==> src/rtl/serializer.sv <==
// Parallel-to-serial shifter for the UART TX datapath: loads a word on ser_en and emits it one bit per clock.
// Latency: first bit on ser_data from the accepting edge; DATA_WIDTH cycles per frame, ser_done on the last bit.
// Backpressure: none; ser_en is only honoured when idle or in the last-bit cycle, otherwise ignored.
module serializer #(
    parameter int DATA_WIDTH = 8,
    parameter bit LSB_FIRST  = 1'b1
) (
    input  logic                  clk,
    input  logic                  rst,
    input  logic [DATA_WIDTH-1:0] P_DATA,
    input  logic                  ser_en,
    output logic                  ser_done,
    output logic                  ser_data
);

    localparam int CW = (DATA_WIDTH > 1) ? $clog2(DATA_WIDTH) : 1;
    localparam logic [CW-1:0] LAST = CW'(DATA_WIDTH - 1);

    typedef enum logic {
        IDLE,
        SHIFT
    } state_t;

    state_t                state;
    logic [DATA_WIDTH-1:0] shift_reg;
    logic [CW-1:0]         cnt;

    logic [DATA_WIDTH-1:0] next_word;
    logic                  next_bit;
    logic                  first_bit;
    logic                  last_bit;
    logic                  accept;

    // The register always holds the word aligned so the bit on the wire sits at the outgoing end.
    always_comb begin
        next_word = LSB_FIRST ? (shift_reg >> 1) : (shift_reg << 1);
        next_bit  = LSB_FIRST ? next_word[0] : next_word[DATA_WIDTH-1];
        first_bit = LSB_FIRST ? P_DATA[0] : P_DATA[DATA_WIDTH-1];
        last_bit  = (state == SHIFT) && (cnt == LAST);
        accept    = ser_en && ((state == IDLE) || last_bit);
    end

    always_ff @(posedge clk) begin
        if (rst) begin
            state     <= IDLE;
            shift_reg <= '0;
            cnt       <= '0;
            ser_data  <= 1'b0;
            ser_done  <= 1'b0;
        end else if (accept) begin
            // Also covers the back-to-back case: new frame starts on the edge that ends the old one.
            state     <= SHIFT;
            shift_reg <= P_DATA;
            cnt       <= '0;
            ser_data  <= first_bit;
            ser_done  <= (LAST == '0);
        end else if (state == SHIFT && !last_bit) begin
            shift_reg <= next_word;
            cnt       <= cnt + 1'b1;
            ser_data  <= next_bit;
            ser_done  <= ((cnt + 1'b1) == LAST);
        end else begin
            state    <= IDLE;
            cnt      <= '0;
            ser_data <= 1'b0;
            ser_done <= 1'b0;
        end
    end

endmodule

==> config.mk <==
export PLATFORM = sky130hd
export DESIGN_NAME = serializer
export DESIGN_NICKNAME = d
export VERILOG_FILES = /design/src/rtl/serializer.sv
export SDC_FILE = /design/constraint.sdc
export NUM_CORES = 1
export LEC_CHECK = 0
export ABC_AREA = 1
export BUFFER_PORTS_ARGS = -buffer_cell sky130_fd_sc_hd__buf_2
export CAP_MARGIN = 15
export CORE_AREA = 4 4 41 43
export CTS_BUF_LIST = sky130_fd_sc_hd__clkbuf_8
export DETAILED_ROUTE_END_ITERATION = 6
export DIE_AREA = 0 0 45 47
export GPL_ROUTABILITY_DRIVEN = 0
export PLACE_DENSITY = 0.72
export SYNTH_ARGS = -nofsm -noshare
export SYNTH_HDL_FRONTEND = slang
export SYNTH_SLANG_ARGS = --single-unit
==> constraint.sdc <==
create_clock -name clk -period 1.42 [get_ports clk]
set_clock_uncertainty 0.05 [all_clocks]
set_input_delay 0.142 -clock clk [delete_from_list [all_inputs] [get_ports clk]]
set_output_delay 0.142 -clock clk [all_outputs]
set_load 0.05 [all_outputs]
# Word level (Yosys, flattened, before mapping)
# Index checks and enable logic that the tools add are counted.
[op_classes] reduce_logical=7 n_addsub=1 eq_ne=3 order_cmp=0 div_mod_pow=0 n_bitwise=2 n_mux=6 mul=0 n_shift=0
[op_table] op="two-way mux 8 bit" count=2
[op_table] op="equality test 3 bit, second input constant" count=2
[op_table] op="two-way mux 1 bit" count=4
[op_table] op="adder 3 x 1 -> 3 bit, second input constant" count=1
[op_table] op="logical AND 1 bit" count=3
[op_table] op="OR reduction 3 bit" count=1
[op_table] op="inequality test 2 bit, second input constant" count=1
[op_table] op="inverter 1 bit" count=2
[op_table] op="nonzero test 2 bit" count=1
[op_table] op="logical NOT 1 bit" count=1
[op_table] op="logical OR 1 bit" count=1
[word_totals] output_inout_bits=2 wordCells=24 ramBits=0 rom_bits=0 regBits=14 inputBits=11 latch_bits=0 mem_count=0

# Logic depth before layout (Yosys ltp)
[depth] word_depth=6 ltp_mapped=9 ltp_nobuf=8

# Worst setup path after synthesis
# Ideal clock, no wire load.
[synth_timing] path_kind="register -> register" startpoint="register cnt[0]" endpoint="register shift_reg[2]" stages_incl_launch_ff=10 setup_slack_ps=89 setup_ps=109 t_required_ps=1261 n_path_buf=1 period_less_slack_ps=1331 arrival_time_ps=1172 path_cell_list="dfxtp_1 > ha_1 > ha_1 > inv_2 > nand2_4 > buf_12 > nand3_1 > nand3_1 > nand2_1 > inv_1"
[synth_via] elab_chain_cells=5 word_cells_on_any_way=8 cone_classes="eq/ne: 1; mux: 1; reduce/logical: 6"
[synth_lines] element="start, declared" line="26" source="logic [CW-1:0] cnt;"
[synth_lines] element="start signal, assigned" line="59" source="cnt <= cnt + 1'b1;"
[synth_lines] element="equality test 3 bit (*)" line="39" source="last_bit = (state == SHIFT) && (cnt == LAST);"
[synth_lines] element="logical AND 1 bit (*)" line="39"
[synth_lines] element="logical OR 1 bit / logical NOT 1 bit (equally long branches)" line="40, 57"
[synth_lines] element="logical AND 1 bit, on equally long branches" line="40, 57"
[synth_lines] element="two-way mux 8 bit / nonzero test 2 bit (equally long branches)"
[synth_lines] element="end signal, assigned" line="58" source="shift_reg <= next_word;"
[synth_lines] element="end, declared" line="25" source="logic [DATA_WIDTH-1:0] shift_reg;"
# Mark *: on every way between the ends. The rest lies on a longest branch, timed or not.
# A chain may end at the register's enable or synchronous reset.

# Worst setup path in the final report
# Ends and elaborated chain as after synthesis.

==> metrics <==
worst path arrival time 1420 ps; fin crit share 0.935; post-detail-place hpwl just under 900 microns; dpl cells between 100 and 150; synth unique cells 14; GRT Overall Usage 0.136; chip width 45 microns; Overflow after GRT 0; global routing usage on met3 0.0383; RR Startpoint cnt[0]; DRC violation total after the first TritonRoute iteration 12; initial antenna violation count 0; min cycle time layout 1330 ps; dpl cell area 661 sq um; Pins Over Slew Limit 0; CP Launch Type flip-flop; CORE AREA 0.00130 sq mm; final non-filler cell total 106; Mapped Area 613 sq um; via count between 500 and 600; CTS Buf Count 3; largest net degree at the start of global routing 15; Critical Path RT 1510 ps; area grow syn2layout 21.0%; Final #Nets between 100 and 150; Leak Pwr between 0.3 and 0.4 nW; critical path endpoint shift_reg[2]; busiest layer in global routing met2; Hold Path Class primary input to flip-flop; CTS sink count 13; Global Route met2 Usage 0.223; Seq cells post-synth 13; Vias/cell roughly 5; Post-route DRC 0; Max clock buf depth 2; CTS H-tree depth 1; max reg flops 7; vias in the first global route between 500 and 600; power density over cell area around 1100 mW/mm^2; DRT Wirelength 1300 microns; grt met1 use 0.152; Seq/Total Area, Yosys 0.424; critical path class flip-flop to flip-flop; post-route ant nets 0; hold_sp rst; Finished Cell Area 742 sq um; critical path peak fanout 7; flop2flop setup slack 90 ps; Clk Latency, worst-skew pair around 240 ps; Critical Path Start cnt[0]; routed len/inst 12.2 microns; Synth warnings 0; Pre-Repair DR Iteration Count 4; fill count 126; Site Rows 13; first-pass GRT wire length 2060 microns; maximum clock rate roughly 750 MHz; Synth Instances 76; Hold Vio Cnt, Final 0; register area 260 sq um; VDD IR max 0.627 mV; Reg clk slew, reported paths around 60 ps; multi-input combinational cell area ~300 sq um; Worst R2R End shift_reg[2]; share of layout cells above drive strength 1 0.308; Diodes inserted 0; number of max-cap violations 0; Chip Height 47 microns; root buffer cell clkbuf_8; fin util 0.570; hold buffers post-CTS 0; I/O Buffers 12; Worst setup EP type flip-flop; Relative slew margins 0.782; Worst-Margin Slew 326 ps; CTS tree done; I/O pin cnt 13; reg2reg path depth 8; Starting Density 0.471; Syn Area/Cell 8.07 sq um; final setup fails 0; syn_nets 90; die area roughly 0.0021 sq mm; post-route setup TNS 0 ps; status completed
-- kinds of logic after synthesis --
family / synth area share
DFF: 0.424
AOI/OAI and AO/OA: 0.0224
buffers and inverters: 0.124
adders and majority gates: 0.0612
and+or+nand+nor: 0.367
-- through the flow --
step / hold slack (ps) / setup WS, ps / power [mW]
global route: 35.4 / -0.178 / 0.868
finish: 43.0 / 92.8 / 0.820
CTS: 40.4 / 29.7 / 0.824
detailed placement: 300 / 45.1 / 0.489
global placement: 297 / 109 / 0.485
floorplan: 154 / 89.0 / 0.470
-- power by group --
part,switching (mW),internal [mW]
clock,0.133,0.194
combinational,0.0589,0.0380
sequential,0.0139,0.382
total,0.206,0.614
-- cell usage in the layout, fill, tap and decap left out, drive strengths merged --
master and instances:
ha 3, nand3 20, a21oi 2, inv 12
nor2 7, dfxtp 13, clkinv 1, nand2 18
buf 12, clkbuf 3
-- synthesized netlist by cell type (all sizes together) --
master / number / area share
a21oi: 2 / 0.022
buf: 2 / 0.051
dfxtp: 13 / 0.42
ha: 3 / 0.061
inv: 12 / 0.073
nand2: 17 / 0.12
nand3: 20 / 0.20
nor2: 7 / 0.055
-- per-layer routing --
metal	share of wire	up-vias
li1	-	269
met1	0.42	251
met2	0.50	15
met3	0.066	2
met4	0.0085	0
met5	0	-
-- critical path, cell delays in order (launching register included) --
cell	delay, ps
dfxtp_1	320
ha_1	200
ha_2	210
inv_4	100
nand2_4	90
nand3_1	90
nand3_1	70
nand2_1	60
inv_1	40
-- worst min-delay path by stage --
| stage | depth (start not counted) | end | slack [ps] |
|---|---|---|---|
| 2_1_floorplan | 1 | shift_reg[7] | 150 |
| 3_3_place_gp | 2 | shift_reg[7] | 300 |
| 3_5_place_dp | 2 | shift_reg[7] | 300 |
| 4_1_cts | 2 | shift_reg[7] | 40 |
| 5_1_grt | 2 | shift_reg[7] | 40 |
| 6_report | 2 | shift_reg[7] | 40 |
-- layout make-up --
cell class	instances	area share
Clock buffer	3	0.0556
Clock inverter	1	0.00675
Sequential cell	13	0.351
Tap cell	15	0.0253
Inverter	12	0.0641
Multi-Input combinational cell	50	0.417
Timing Repair Buffer	12	0.0809
-- timing repair --
item / CTS / global route
resized for setup: 0 / 5
buffers inserted: 0 / 0
setup endpoints to repair: 0 / 11
No activity file was read; power rests on OpenSTA's default activity.
